### config.mk
export PLATFORM = sky130hd
export DESIGN_NAME = object_launcher_flat
export DESIGN_NICKNAME = d
export VERILOG_FILES = /design/src/rtl/object_launcher_if.sv /design/src/rtl/object_launcher.sv /design/src/flat_wrapper.sv
export SDC_FILE = /design/constraint.sdc
export NUM_CORES = 1
export LEC_CHECK = 0
export BUFFER_PORTS_ARGS = -buffer_cell sky130_fd_sc_hd__clkbuf_2
export CAP_MARGIN = 0
export CORE_MARGIN = 3
export CORE_UTILIZATION = 60
export DETAILED_ROUTE_END_ITERATION = 10
export GPL_ROUTABILITY_DRIVEN = 0
export PLACE_DENSITY_LB_ADDON = 0.2
export SYNTH_ARGS = -nofsm -noshare
export SYNTH_HDL_FRONTEND = slang
export SYNTH_SLANG_ARGS = --single-unit
### constraint.sdc
create_clock -name clk -period 10.1 [get_ports clk]
set_input_delay 1.515 -clock clk [delete_from_list [all_inputs] [get_ports clk]]
set_output_delay 1.515 -clock clk [all_outputs]
set_load 0.02 [all_outputs]
### src/rtl/object_launcher_if.sv
// Launch-side bus between object_launcher and one motion block.
// Carries spawn parameters out and the out-of-bound flag back.
interface object_launcher_if;
  logic        launch;
  logic [9:0]  initposx;
  logic [8:0]  initposy;
  logic [31:0] Tx;
  logic [31:0] Ty;
  logic        dx;
  logic        dy;
  logic        oob;
  logic [9:0]  width;
  logic [8:0]  height;

  modport master (
    output launch, initposx, initposy,
    output Tx, Ty, dx, dy,
    input  oob, width, height
  );

  modport slave (
    input  launch, initposx, initposy,
    input  Tx, Ty, dx, dy,
    output oob, width, height
  );
endinterface

### src/rtl/object_launcher.sv
// Spawn controller for one flying object: random launch, wait for oob.
// Define APEX_FLIP_EN to flip dy after APEX_STEPS Y steps in flight.
module object_launcher #(
  parameter int          SCREEN_W   = 640,
  parameter int          SCREEN_H   = 480,
  parameter logic [15:0] LFSR_SEED  = 16'hACE1,
  parameter logic [19:0] MIN_DELAY  = 20'd16,
  parameter logic [31:0] TX_BASE    = 32'd200000,
  parameter logic [31:0] TY_BASE    = 32'd100000,
  parameter logic [31:0] T_STEP     = 32'd10000,
  parameter logic [7:0]  OOB_BLANK  = 8'd4,
  parameter logic [8:0]  APEX_STEPS = 9'd160
) (
  input  logic              clk,
  input  logic              rst_n,
  input  logic              enable,
  object_launcher_if.master mo,
  output logic              active,
  output logic [15:0]       launch_count
);

  localparam logic [11:0] SW = 12'(SCREEN_W);
  localparam logic [9:0]  SH = 10'(SCREEN_H);

  typedef enum logic [1:0] {
    IDLE,
    WAIT,
    LAUNCH,
    FLIGHT
  } state_t;

  state_t      state, state_n;
  logic [15:0] r;
  logic [19:0] delay;
  logic [7:0]  blank;
  logic        go;
  logic [11:0] x_raw, x_end;
  logic [9:0]  posx_n;
  logic [8:0]  posy_n;

  logic        launch_q, dx_q, dy_q;
  logic [9:0]  posx_q;
  logic [8:0]  posy_q;
  logic [31:0] tx_q, ty_q;

  assign mo.launch   = launch_q;
  assign mo.initposx = posx_q;
  assign mo.initposy = posy_q;
  assign mo.Tx       = tx_q;
  assign mo.Ty       = ty_q;
  assign mo.dx       = dx_q;
  assign mo.dy       = dy_q;

  assign active = (state == LAUNCH) || (state == FLIGHT);

  // Galois form, taps 16,14,13,11
  always_ff @(posedge clk or negedge rst_n) begin
    if (!rst_n) r <= LFSR_SEED;
    else        r <= {1'b0, r[15:1]} ^ (r[0] ? 16'hB400 : 16'h0000);
  end

  always_ff @(posedge clk or negedge rst_n) begin
    if (!rst_n) state <= IDLE;
    else        state <= state_n;
  end

  always_comb begin
    state_n = state;
    unique case (state)
      IDLE:   if (enable) state_n = WAIT;
      WAIT: begin
        if (!enable)          state_n = IDLE;
        else if (delay == '0) state_n = LAUNCH;
      end
      LAUNCH: state_n = FLIGHT;
      FLIGHT: begin
        if (blank == '0 && mo.oob)
          state_n = enable ? WAIT : IDLE;
      end
      default: state_n = IDLE;
    endcase
  end

  assign go = (state_n == LAUNCH);

  always_comb begin
    x_raw  = 12'd64 + {3'd0, r[8:0]};
    x_end  = x_raw + {2'd0, mo.width};
    posx_n = (x_end > SW) ? 10'(SW - {2'd0, mo.width})
                          : 10'(x_raw);
    posy_n = 9'(SH - {1'b0, mo.height});
  end

  always_ff @(posedge clk or negedge rst_n) begin
    if (!rst_n) begin
      delay <= '0;
      blank <= '0;
    end else begin
      if (state_n == WAIT && state != WAIT)
        delay <= MIN_DELAY + {6'd0, r[5:0], 8'h00};
      else if (state == WAIT && delay != '0)
        delay <= delay - 20'd1;
      if (state == LAUNCH)
        blank <= OOB_BLANK;
      else if (state == FLIGHT && blank != '0)
        blank <= blank - 8'd1;
    end
  end

  always_ff @(posedge clk or negedge rst_n) begin
    if (!rst_n) begin
      launch_q     <= 1'b0;
      posx_q       <= '0;
      posy_q       <= '0;
      tx_q         <= '0;
      ty_q         <= '0;
      dx_q         <= 1'b0;
      launch_count <= '0;
    end else begin
      launch_q <= go;
      if (go) begin
        posx_q       <= posx_n;
        posy_q       <= posy_n;
        tx_q         <= TX_BASE + 32'(r[12:9]) * T_STEP;
        ty_q         <= TY_BASE + 32'(r[15:13]) * T_STEP;
        dx_q         <= r[0];
        launch_count <= launch_count + 16'd1;
      end
    end
  end

`ifdef APEX_FLIP_EN
  logic [31:0] pre;
  logic [8:0]  steps;

  // one Y step every Ty cycles; dy latches high at the apex
  always_ff @(posedge clk or negedge rst_n) begin
    if (!rst_n) begin
      pre   <= '0;
      steps <= '0;
      dy_q  <= 1'b0;
    end else if (go) begin
      pre   <= '0;
      steps <= '0;
      dy_q  <= 1'b0;
    end else if (state == FLIGHT && !dy_q) begin
      if (pre + 32'd1 >= ty_q) begin
        pre   <= '0;
        steps <= steps + 9'd1;
        if (steps + 9'd1 == APEX_STEPS) dy_q <= 1'b1;
      end else begin
        pre <= pre + 32'd1;
      end
    end
  end
`else
  logic unused_apex;
  assign unused_apex = ^APEX_STEPS;
  assign dy_q = 1'b0;
`endif

endmodule

### src/flat_wrapper.sv
// flat-port wrapper written by rule: the top's interface ports become plain ports
module object_launcher_flat 
#(
  parameter int          SCREEN_W   = 640,
  parameter int          SCREEN_H   = 480,
  parameter logic [15:0] LFSR_SEED  = 16'hACE1,
  parameter logic [19:0] MIN_DELAY  = 20'd16,
  parameter logic [31:0] TX_BASE    = 32'd200000,
  parameter logic [31:0] TY_BASE    = 32'd100000,
  parameter logic [31:0] T_STEP     = 32'd10000,
  parameter logic [7:0]  OOB_BLANK  = 8'd4,
  parameter logic [8:0]  APEX_STEPS = 9'd160
)
  (clk, rst_n, enable, active, launch_count, mo_launch, mo_initposx, mo_initposy, mo_Tx, mo_Ty, mo_dx, mo_dy, mo_oob, mo_width, mo_height);
  object_launcher_if mo_i ();
  input  logic clk;
  input  logic rst_n;
  input  logic enable;
  output logic active;
  output logic [15:0] launch_count;
  output wire logic [$bits(mo_i.launch)-1:0] mo_launch;
  output wire logic [$bits(mo_i.initposx)-1:0] mo_initposx;
  output wire logic [$bits(mo_i.initposy)-1:0] mo_initposy;
  output wire logic [$bits(mo_i.Tx)-1:0] mo_Tx;
  output wire logic [$bits(mo_i.Ty)-1:0] mo_Ty;
  output wire logic [$bits(mo_i.dx)-1:0] mo_dx;
  output wire logic [$bits(mo_i.dy)-1:0] mo_dy;
  input wire logic [$bits(mo_i.oob)-1:0] mo_oob;
  input wire logic [$bits(mo_i.width)-1:0] mo_width;
  input wire logic [$bits(mo_i.height)-1:0] mo_height;
  assign mo_launch = mo_i.launch;
  assign mo_initposx = mo_i.initposx;
  assign mo_initposy = mo_i.initposy;
  assign mo_Tx = mo_i.Tx;
  assign mo_Ty = mo_i.Ty;
  assign mo_dx = mo_i.dx;
  assign mo_dy = mo_i.dy;
  assign mo_i.oob = mo_oob;
  assign mo_i.width = mo_width;
  assign mo_i.height = mo_height;
  object_launcher #(.SCREEN_W(SCREEN_W), .SCREEN_H(SCREEN_H), .LFSR_SEED(LFSR_SEED), .MIN_DELAY(MIN_DELAY), .TX_BASE(TX_BASE), .TY_BASE(TY_BASE), .T_STEP(T_STEP), .OOB_BLANK(OOB_BLANK), .APEX_STEPS(APEX_STEPS)) u_core (.clk(clk), .rst_n(rst_n), .enable(enable), .mo(mo_i), .active(active), .launch_count(launch_count));
endmodule
Word-level counts from Yosys, hierarchy flattened
Index checks and enable logic that the tools add are counted.
{"block": "word_totals", "ff_bits": 147, "wordCells": 55, "output_inout_bits": 103, "in_bits": 23}
{"block": "classes", "magnitude_cmp": 1, "n_mux": 12, "n_mul": 2, "eq_ne": 6, "reduce_logical": 12, "bitwise_logic": 1, "addsub": 10}
{"operator": "two-way mux 20 bit", "count": 2}
{"operator": "zero test 20 bit", "count": 1}
{"operator": "nonzero test 20 bit", "count": 1}
{"operator": "subtractor 20 x 1 -> 20 bit, second input constant", "count": 1}
{"operator": "adder 18 x 18 -> 19 bit, first input constant", "count": 1}
{"operator": "adder 17 x 17 -> 18 bit, first input constant", "count": 1}
{"operator": "adder 16 x 1 -> 16 bit, second input constant", "count": 1}
{"operator": "two-way mux 16 bit", "count": 1}
{"operator": "two-way mux 8 bit", "count": 2}
{"operator": "XOR 15 x 16 -> 16 bit", "count": 1}
{"operator": "adder 5 x 14 -> 15 bit, first input constant", "count": 1}
{"operator": "multiplier 4 x 10 -> 14 bit, second input constant", "count": 1}
{"operator": "multiplier 3 x 10 -> 13 bit, second input constant", "count": 1}
{"operator": "adder 12 x 10 -> 12 bit", "count": 1}
{"operator": "greater-than comparator 12 x 10 -> 1 bit, second input constant", "count": 1}
{"operator": "adder 7 x 9 -> 10 bit, first input constant", "count": 1}
{"operator": "two-way mux 10 bit", "count": 1}
{"operator": "subtractor 10 bit, first input constant", "count": 1}
{"operator": "subtractor 9 bit, first input constant", "count": 1}
{"operator": "zero test 8 bit", "count": 1}
{"operator": "two-way mux 2 bit", "count": 4}
{"operator": "one-hot mux 2 bit (4 select lines)", "count": 1}
{"operator": "nonzero test 8 bit", "count": 1}
{"operator": "subtractor 8 x 1 -> 8 bit, second input constant", "count": 1}
{"operator": "8 further kinds", "count": 15}

Longest topological paths before layout
Gate-level depths: netlist of the first run.
{"block": "depth", "ltp_word": 7, "mapped_depth": 13, "ltp_nobuf": 13}

Least setup slack after synthesis of the first run
Ideal clock, no wire load.
{"block": "synth_timing", "path_kind": "input-to-reg", "start": "in mo_width[0]", "end": "reg u_core.posx_q[6], in the netlist u_core.mo.initposx[6]", "required_time_ns": 9.974, "n_path_buf": 1, "setup_ns": 0.126, "arrival_time_ns": 3.969, "setup_slack_ns": 6.005, "cell_stages": 10, "cell_sequence": "ha_1 -> fa_1 -> a21o_1 -> a211o_1 -> xor2_1 -> o311a_1 -> o32ai_1 -> nand2b_1 -> buf_1 -> a221o_1"}
{"block": "synth_between", "elab_chain_cells": 3, "elab_cells_between_ends": 4, "classes_between": "add/sub (2); order compare (1); mux (1)"}
{"element": "from (decl)", "line": "flat_wrapper.sv:29", "rtl": "input wire logic [$bits(mo_i.width)-1:0] mo_width;"}
{"element": "adder 12 x 10 -> 12 bit", "line": "object_launcher.sv:88", "rtl": "x_end = x_raw + {2'd0, mo.width};"}
{"element": "greater-than comparator 12 x 10 -> 1 bit", "line": "object_launcher.sv:89", "rtl": "posx_n = (x_end > SW) ? 10'(SW - {2'd0, mo.width})"}
{"element": "two-way mux 10 bit *", "line": "object_launcher.sv:89"}
{"element": "to (signal assigned)", "line": "object_launcher.sv:122", "rtl": "posx_q <= posx_n;"}
{"element": "to (decl)", "line": "object_launcher.sv:42", "rtl": "logic [9:0] posx_q;"}
Mark *: on every way between the ends. The rest lies on a longest branch, timed or not.
A chain may end at the register's enable or synchronous reset.

Final worst setup path of the first run
{"block": "layout_timing", "start": "in mo_width[0]", "end": "reg u_core.posx_q[7], in the netlist u_core.mo.initposx[7]"}
The elaborated chain is that of the path after synthesis.

==> results.toml, run 1 <==
[power]
p_sw_uw = 608
p_leak_nw = 3.67
pwr-share-comb_pct = 35.6
p_sw_share_pct = 39.4
p_int_uw = 937
powerDensity_nw_per_um2 = 217
pwr-share-clk_pct = 20.0
p_seq_share_pct = 44.4
ir_drop_v = 0.0000998

[clock_network]
holdBufCountCts = 0
htree_levels = 3
cts_tree = "yes"
clock_path_buffers = 2
post_cts_buffers = 0
root_buffer = "clkbuf_8"
clk_pin_slew_worst_paths_ns = 0.10
cts_buffers = 9
clock_latency_ns = 0.38
post_cts_resize_count = 0
cts.sinks = 112

[setup_path]
crit_path_start_kind = "input port"
path_cells = "clkbuf_2 -> ha_1 -> fa_1 -> a21o_1 -> a211o_1 -> xor2_1 -> o311a_1 -> o32ai_1 -> buf_4 -> nand2b_1 -> a221o_1"
cp.required_ns = 10.37
end_kind = "flip-flop"
crit_type = "input port to flip-flop"
critPathBufInv = 2
cp_slowest_cell = "fa_1"
crit_family = "compound AO/OA/AOI/OAI gates"
cpPeakStageDelay_ns = 0.41
worst_ep_arrival_time_ns = 4.42
critPathMaxFanout = 12

[global_routing]
grt_max_degree = 86
grt-ovfl-total = 0
grt_pass1_wl_um = 22600
grt_pass1_vias = 4808
grtUsageTotal_pct = 23.6
antenna_found_initial = 0

[hold_path]
holdCritPathClass = "flip-flop to flip-flop"

[sta]
drv_slew = 0
setup_viol = 0
setup_ws_ns = 5.95
tightest_slew_ns = 1.02
post-route-min-period_ns = 4.15
fin_skew_ns = 0.0124
hold_viol_final = 0
timing.slew.headroom_pct = 32.1
rsz0062_at_grt = "no"
tns_ns = 0
max_freq_ghz = 0.241
period_share_pct = 41.1

[layout]
antenna_cells = 0
final_area_um2 = 7110
drive_above_1_share_pct = 17.3
syn_to_final_growth_pct = 9.63
final_cells = 886
postLayoutCoreUtil_pct = 68.3
num-nets-final = 815

[synth]
netlist_instances = 666
yosysWarnings = 0
synth.area.mux_share_pct = 0.482
synthFlopType = "dfrtp_1"
netlist_area_um2 = 6480
yosysSeqAreaShare_pct = 43.4
synth_edf_count = 0
synthArstFlopShare_pct = 100
ys_seq_elements = 112
synthSimpleGateAreaFrac_pct = 16.2
synth_top_family_by_area = "simple AND/OR/NAND/NOR gates"
synth_xor_xnor_area_share_pct = 9.99
yosysUniqueCellTypes = 60
synthAdderAreaFrac_pct = 9.88
avgSynthCellArea_um2 = 9.74
synth_compound_area_share_pct = 12.1

[route]
drc = 0
ant_nets = 0
firstDrtPassIters = 5
vias = 4990
wl_um = 13700
viasPerCell = 5.63
post_drt_wl_per_cell_um = 15.4
drt_iter0_drc = 367

[placement]
dpl.hpwl_um = 10100
dp_cells = 870
pre_cts_ws_ns = 5.59
placed_area_um2 = 6870
io_buffers = 89

[floorplanning]
fp.dieW_um = 110
core_area_um2 = 10400
start_util_pct = 62.3
row_count = 37
io_pins = 126
die_area_um2 = 12100
die_h_um = 110

[status]
status = "finished clean"

[flow_run]
max_cap_violations = 0
per-stage QoR:
step	power [mW]	hold slack [ns]
after floorplan	1.07	0.360
after global placement	1.22	0.366
after detailed placement	1.24	0.372
after CTS	1.55	0.391
after global routing	1.65	0.397
final	1.54	0.390
placed cells by master, fill, tap and decap left out, types with 3 or more instances in the layout:
| cell type | n |
|---|---|
| dfrtp_1 | 104 |
| clkbuf_2 | 88 |
| nand2_1 | 79 |
| o21ai_0 | 48 |
| xnor2_1 | 47 |
| ha_1 | 40 |
| nor2_1 | 36 |
| conb_1 | 36 |
| inv_1 | 34 |
| xor2_1 | 27 |
| nand3_1 | 24 |
| and3_1 | 15 |
| nor3_1 | 14 |
| a21oi_1 | 14 |
| nand4_1 | 11 |
| clkbuf_8 | 11 |
| nor2b_1 | 8 |
| dfstp_2 | 8 |
| a31oi_1 | 7 |
| a21o_1 | 7 |
| fa_1 | 7 |
| nor4_1 | 6 |
| a32o_1 | 6 |
| a31o_2 | 5 |
| or2_2 | 4 |
| o211ai_1 | 4 |
| nand3b_1 | 3 |
| nand2b_1 | 3 |
| or3_1 | 3 |
| a211oi_1 | 3 |
| o31ai_1 | 3 |
| a221o_1 | 3 |
| buf_4 | 3 |
synthesized netlist by cell type (2+ instances only):
library cell	n	area (um2)
a211o_1	2	17.5
a211oi_1	3	22.5
a21o_1	7	52.6
a21oi_1	14	70.1
a221o_1	3	30.0
a221oi_1	2	17.5
a31o_1	2	17.5
a31o_2	5	43.8
a31oi_1	7	43.8
a32o_1	6	60.1
a41oi_1	2	17.5
and2_1	2	12.5
and3_1	15	93.8
buf_2	8	40.0
buf_4	36	270
buf_6	2	22.5
clkbuf_1	11	41.3
dfrtp_1	104	2600
dfstp_2	8	210
fa_1	7	140
ha_1	40	500
inv_1	34	128
mux2i_1	2	20.0
nand2_1	79	297
nand2b_1	3	18.8
nand3_1	24	120
nand3b_1	3	22.5
nand4_1	11	68.8
nor2_1	36	135
nor2b_1	8	50.1
nor3_1	14	70.1
nor4_1	6	37.5
o211ai_1	4	30.0
o21ai_0	48	240
o22a_1	2	17.5
o31ai_1	3	22.5
or2_2	4	25.0
or3_1	3	18.8
or3_4	2	22.5
or4_1	2	15.0
xnor2_1	47	412
xor2_1	27	236
state kept, by name (all words and copies together) (netlist names):
name,count
u_core.mo.initposx,10
u_core.mo.Ty,14
u_core.r,16
u_core.state,2
u_core.mo.initposy,9
u_core.mo.launch,1
u_core.mo.dx,1
u_core.delay,20
u_core.mo.Tx,15
u_core.launch_count,16
u_core.blank,8
kinds of logic after synthesis:
family                     Yosys count
and+or+nand+nor                    217
AOI/OAI and AO/OA                  119
DFF                                112
buffers and inverters               93
xor gates and xnor gates            74
adders and majority gates           47
muxes                                3
other                                1
power groups by stage:
stage | combinational (mW) | clock, mW | sequential, mW
5_1_grt | 0.615 | 0.332 | 0.706
3_5_place_dp | 0.550 | 0 | 0.694
3_3_place_gp | 0.535 | 0 | 0.686
4_1_cts | 0.553 | 0.313 | 0.686
2_1_floorplan | 0.288 | 0 | 0.780
6_report | 0.550 | 0.308 | 0.687
final timing paths:
path                            startpoint                     end  slack, ns  cells past startpoint
hold reg to reg                u_core.r[7]             u_core.r[6]       0.39                      0
max in group asynchronous            rst_n            u_core.r[12]       7.73                      2
hold / removal                 u_core.r[7]             u_core.r[6]       0.39                      0
setup / recovery               mo_width[0]   u_core.mo.initposx[7]       5.95                     11
setup reg to reg           u_core.delay[3]  u_core.launch_count[6]       6.27                      8
min in group asynchronous            rst_n         u_core.delay[0]       1.04                      1
layout make-up:
| cell class | instances | area (um2) |
|---|---|---|
| clock buffers | 11 | 151 |
| clock inverters | 5 | 86.3 |
| inverters | 35 | 131 |
| flip-flops and latches | 112 | 2810 |
| multi-input cells | 496 | 3290 |
| well taps | 136 | 170 |
| repair buffers | 91 | 463 |
| fillers | 827 | 3310 |
per-layer routing:
| metal | vias to the layer above | share of wire (%) | routed length, um | track usage, % |
|---|---|---|---|---|
| met5 | - | 0 | 0 | 0 |
| li1 | 2382 | - | - | - |
| met4 | 0 | 2.5 | 337 | 9.26 |
| met2 | 169 | 47 | 6370 | 38.1 |
| met3 | 24 | 6.2 | 854 | 4.05 |
| met1 | 2415 | 45 | 6100 | 31.9 |
Note: power is estimated with default switching activity, not from simulation.
==> run 2, diff against run 1 <==
CORE_UTILIZATION = 51   (was 60)
clock period = 3.8 ns   (was 10.1 ns; I/O delays follow)
==> run 2 against run 1 <==
  * Critical path depth rose by 2
  * Largest cell class unchanged
  * Critical path type is now flip-flop to flip-flop
  * Sequential power increased to 2.6 times the previous value
  * Flip-flop and latch count did not move
  * Worst setup slack lost 5.6 ns
  * Total power grew to 2.7 times the previous value
  * Via count fell by 1.9%
  * Die area up 17%
==> results.toml, run 2 (same netlist as run 1, synthesis figures left out) <==
[status]
status = "finished clean"

[global_routing]
grt-ovfl-total = 0
grt_pass1_wl_um = 23000
antenna_found_initial = 0
grt_max_degree = 65
grt_pass1_vias = 4829
grtUsageTotal_pct = 19.8

[floorplanning]
die_h_um = 119
fp.dieW_um = 119
io_pins = 126
core_area_um2 = 12200
start_util_pct = 53.1
row_count = 40
die_area_um2 = 14100

[route]
wl_um = 13500
drc = 0
ant_nets = 0
viasPerCell = 5.31
firstDrtPassIters = 4
post_drt_wl_per_cell_um = 14.7
vias = 4893
drt_iter0_drc = 237

[setup_path]
end_kind = "flip-flop"
path_cells = "inv_1 -> fa_1 -> inv_1 -> ha_1 -> inv_1 -> fa_1 -> nor2b_1 -> o21ai_0 -> a21boi_0 -> o21ai_0 -> xnor2_1 -> xor2_1 -> o21ai_0"
crit_type = "flip-flop to flip-flop"
cpPeakStageDelay_ns = 0.64
cp.required_ns = 4.04
crit_path_start_kind = "flip-flop"
cp_slowest_cell = "dfstp_2"
critPathMaxFanout = 9
worst_ep_arrival_time_ns = 3.70

[sta]
max_freq_ghz = 0.289
period_share_pct = 91.1
tightest_slew_ns = 0.930
timing.slew.headroom_pct = 37.5
post-route-min-period_ns = 3.46
fin_skew_ns = 0.0141
drv_slew = 0
hold_viol_final = 0
setup_viol = 0
rsz0062_at_grt = "no"
tns_ns = 0

[power]
p_sw_mw = 1.64
p_leak_nw = 3.70
p_seq_share_pct = 43.4
pwr-share-clk_pct = 21.5
p_int_mw = 2.54
pwr-share-comb_pct = 35.1
powerDensity_nw_per_um2 = 580
p_sw_share_pct = 39.3
ir_drop_v = 0.000251

[flow_run]
max_cap_violations = 0

[clock_network]
root_buffer = "clkbuf_16"
cts.sinks = 112
clock_path_buffers = 2
cts_tree = "yes"
htree_levels = 3
post_cts_buffers = 0
post_cts_resize_count = 0
clock_latency_ns = 0.36
cts_buffers = 9
holdBufCountCts = 0
clk_pin_slew_worst_paths_ns = 0.08

[layout]
largest_register = "u_core.delay"
syn_to_final_growth_pct = 11.3
top_regs = "u_core.delay (20), u_core.launch_count (16), u_core.r (16)"
antenna_cells = 0
num-nets-final = 819
final_common_cell = "dfrtp_1"
postLayoutCoreUtil_pct = 59.1
final_cell_mix = "dfrtp_1, clkbuf_2, nand2_1"
largest_reg_flops = 20
drive_above_1_share_pct = 17.5

[hold_path]
holdCritPathClass = "input port to asynchronous set/reset pin"

[placement]
dpl.hpwl_um = 10200
io_buffers = 89
==> run 2: cell count changes in the layout (fill, tap and decap cells not counted) <==
cell,before,now
clkinvlp_4,0,2
clkbuf_8,11,0
inv_6,1,2
clkbuf_16,0,9
clkbuf_1,0,2
bufinv_16,2,0
buf_4,3,7
clkinv_4,2,1
==> run 2: path summary, 6_finish.rpt <==
kind	startpoint	endpoint	slack, ns	depth (start not counted)
worst max-delay path	u_core.r[11]	u_core.mo.Tx[16]	0.34	13
worst min-delay path	rst_n	u_core.mo.Ty[4]	0.30	1
worst max register to register	u_core.r[11]	u_core.mo.Tx[16]	0.34	13
worst min register to register	u_core.r[7]	u_core.r[6]	0.38	0
max in group asynchronous	rst_n	u_core.r[5]	2.61	2
min in group clk	u_core.r[7]	u_core.r[6]	0.38	0
==> run 2: layer usage <==
metal / global-route usage (%) / vias to the layer above / wire length, um
met5: 0 / - / 0
met4: 8.18 / 0 / 297
met3: 3.88 / 23 / 699
met2: 32.3 / 138 / 6470
met1: 26.0 / 2341 / 6060
li1: - / 2391 / -
==> run 2: critical path: cells and delay by family, from the launching register on <==
kind	cells	cell delay [ns]
adders and majority gates	3	1.25
DFF	1	0.64
AOI/OAI and AO/OA	4	0.55
xor gates and xnor gates	2	0.53
buffers and inverters	3	0.24
and+or+nand+nor	1	0.12
==> run 2: layout make-up <==
cell class	instances	area, um2
clock buffer	11	233
clock inverter	5	41.3
fill	1113	5000
inverter	35	131
multi-input combinational	496	3290
sequential	112	2810
tap	168	210
timing repair buffer	95	493
==> run 2: stage by stage <==
step	area [um2]	setup WS (ns)	std cells	hold WS (ns)	power, mW
floorplan	6620	0.646	701	0.274	2.84
global placement	6940	0.415	906	0.366	3.27
detailed placement	6940	0.302	906	0.369	3.32
CTS	7220	0.350	922	0.330	4.22
global route	7220	0.0615	922	0.351	4.48
finish	7220	0.340	922	0.300	4.18
==> run 2: power by group through the flow <==
stage	clock (mW)	combinational, mW	sequential [mW]
finish	0.898	1.47	1.81
CTS	0.921	1.49	1.81
global placement	0	1.45	1.82
global route	0.975	1.64	1.86
detailed placement	0	1.48	1.84
floorplan	0	0.766	2.07
==> run 3, diff against run 2 <==
ABC_AREA = 1   (was not set)
CORE_UTILIZATION = 62   (was 51)
RECOVER_POWER = 25   (was not set)
clock period = 4.2 ns   (was 3.8 ns; I/O delays follow)
==> run 3 against run 2 <==
  * The run now ends with max-capacitance violations, max-slew violations left
  * Highest routed layer unchanged
  * Via count increased by 22%
  * Critical path type unchanged
  * Synthesized cell count increased by 36%
  * Final cell count increased by 24%
  * Utilization increased by 11 points
  * Critical endpoint unchanged
  * Combinational power decreased by 6%
  * Sequential share of layout area decreased by 4.1 points
==> results.toml, run 3 <==
[sta]
tightest_slew_ns = 1.74
timing.slew.headroom_pct = -16.3
tns_ns = 0
setup_ws_ns = 0.682
drv_slew = 73
fin_skew_ns = 0.00659
setup_viol = 0
post-route-min-period_ns = 3.52
max_freq_ghz = 0.284
hold_slack_ns = 0.397
period_share_pct = 83.8
rsz0062_at_grt = "no"
hold_viol_final = 0

[route]
ant_nets = 0
post_drt_wl_per_cell_um = 13.8
firstDrtPassIters = 5
viasPerCell = 5.22
vias = 5982
wl_um = 15800
drc = 0
drt_iter0_drc = 425

[clock_network]
clock_path_buffers = 2
cts_buffers = 9
post_cts_resize_count = 0
clock_latency_ns = 0.35
holdBufCountCts = 0
cts_tree = "yes"
root_buffer = "clkbuf_16"
post_cts_buffers = 0
cts.sinks = 112
clk_pin_slew_worst_paths_ns = 0.07
htree_levels = 3

[floorplanning]
fp.dieW_um = 115
io_pins = 126
die_area_um2 = 13100
start_util_pct = 63.9
die_h_um = 115
core_area_um2 = 11500
row_count = 39

[synth]
netlist_top_cells_area = "dfrtp_1, nand2_1, ha_1"
synth_edf_count = 0
yosysSeqAreaShare_pct = 38.4
netlist_instances = 909
synthFlopType = "dfrtp_1"
ys_seq_elements = 112
yosysUniqueCellTypes = 47
avgSynthCellArea_um2 = 8.06
synthArstFlopShare_pct = 100
netlist_area_um2 = 7320
synthTopCellsByCount = "nand2_1, inv_1, dfrtp_1, nand3_1, nor2_1"
synth.most_common_cell = "nand2_1"
yosysWarnings = 0
synthDominantCellAreaShare_pct = 35.5
yosysTopAreaCell = "dfrtp_1"

[placement]
io_buffers = 89
pre_cts_ws_ns = 0.774
dpl.hpwl_um = 12000

[layout]
drive_above_1_share_pct = 14.7
syn_to_final_growth_pct = 10.0
largest_reg_flops = 20
final_cell_mix = "nand2_1, inv_1, dfrtp_1"
antenna_cells = 0
largest_register = "u_core.delay"
top_regs = "u_core.delay (20), u_core.launch_count (16), u_core.r (16)"
final_common_cell = "nand2_1"
num-nets-final = 1067

[setup_path]
cpPeakStageDelay_ns = 0.62
path_cells = "inv_1 -> fa_1 -> inv_1 -> ha_1 -> inv_1 -> fa_1 -> o21ai_0 -> a21oi_1 -> nor2_1 -> xor2_1 -> xor2_1 -> o21ai_0"
crit_top_cell = "inv_1"
worst_ep_arrival_time_ns = 3.73
crit_path_start_kind = "flip-flop"
cp.required_ns = 4.41
crit_type = "flip-flop to flip-flop"
critPathMaxFanout = 6
end_kind = "flip-flop"
worst-r2r-cell-count = 12
cp_slowest_cell = "dfstp_1"

[global_routing]
grt-ovfl-total = 0
antenna_found_initial = 0
grt_pass1_wl_um = 26400
grt_max_degree = 73
grt_pass1_vias = 5566
grtUsageTotal_pct = 24.7

[status]
violations = "max-capacitance violations, max-slew violations"
status = "finished with violations"

[power]
powerDensity_nw_per_um2 = 468
ir_drop_v = 0.000462
p_leak_nw = 4.48

[flow_run]
max_cap_violations = 1

[hold_path]
holdCritPathClass = "flip-flop to flip-flop"
hold_depth = 0
run 3: worst max-delay path, delay by kind of cell (launching register included):
family / cells / cell delay, ns
compound gates: 3 / 0.50
buf+inv: 3 / 0.27
flops: 1 / 0.62
xor+xnor: 2 / 0.54
simple gates: 1 / 0.13
fa+ha+maj: 3 / 1.33
run 3: cells by family (layout without fill, tap and decap cells):
kind of cell	after synthesis	in the layout	share of synthesized area [%]
flip-flops	112	112	38.4
other	1	36	0.0512
multiplexers	5	5	0.684
buffers and inverters	178	236	11.4
adder cells (fa/ha/maj)	47	47	8.75
AND/OR/NAND/NOR	420	420	26.7
XOR/XNOR	62	62	7.42
AO/OA/AOI/OAI	84	84	6.66
run 3: final timing paths:
check,startpoint,endpoint,slack (ns)
max,u_core.r[10],u_core.mo.Tx[16],0.68
min,u_core.r[7],u_core.r[6],0.40
max reg2reg,u_core.r[10],u_core.mo.Tx[16],0.68
min reg2reg,u_core.r[7],u_core.r[6],0.40
max in group asynchronous,rst_n,u_core.r[0],2.29
min in group asynchronous,rst_n,u_core.launch_count[4],0.74
run 3: layout make-up:
cell class	count	area, um2
clock buffer	10	229
clock inverter	6	76.3
fill	966	3410
inverter	128	483
multi-input combinational	654	3810
sequential	112	2810
tap	143	179
timing repair buffer	92	468
run 3: per-stage QoR:
| step | area (um2) | power (mW) | utilization (%) | std cells |
|---|---|---|---|---|
| after floorplan | 7450 | 2.56 | - | 944 |
| after global placement | 7750 | 2.88 | 67.6 | 1129 |
| after detailed placement | 7750 | 2.90 | 67.6 | 1129 |
| after CTS | 8060 | 3.79 | 70.3 | 1145 |
| after global routing | 8060 | 4.03 | 70.3 | 1145 |
| final | 8060 | 3.77 | 70.3 | 1145 |
run 3: metal layers:
layer / routed length, um / global-route usage (%) / share of wire [%]
met5: 0 / 0 / 0
met4: 189 / 5.70 / 1.2
met3: 774 / 4.92 / 4.9
met2: 7330 / 38.1 / 46
met1: 7500 / 36.2 / 47
run 3: power by group:
part | internal, mW | total [mW] | switching (mW)
Sequential | 1.31 | 1.51 | 0.196
Combinational | 0.456 | 1.38 | 0.925
Clock | 0.474 | 0.879 | 0.405
Total | 2.25 | 3.77 | 1.53
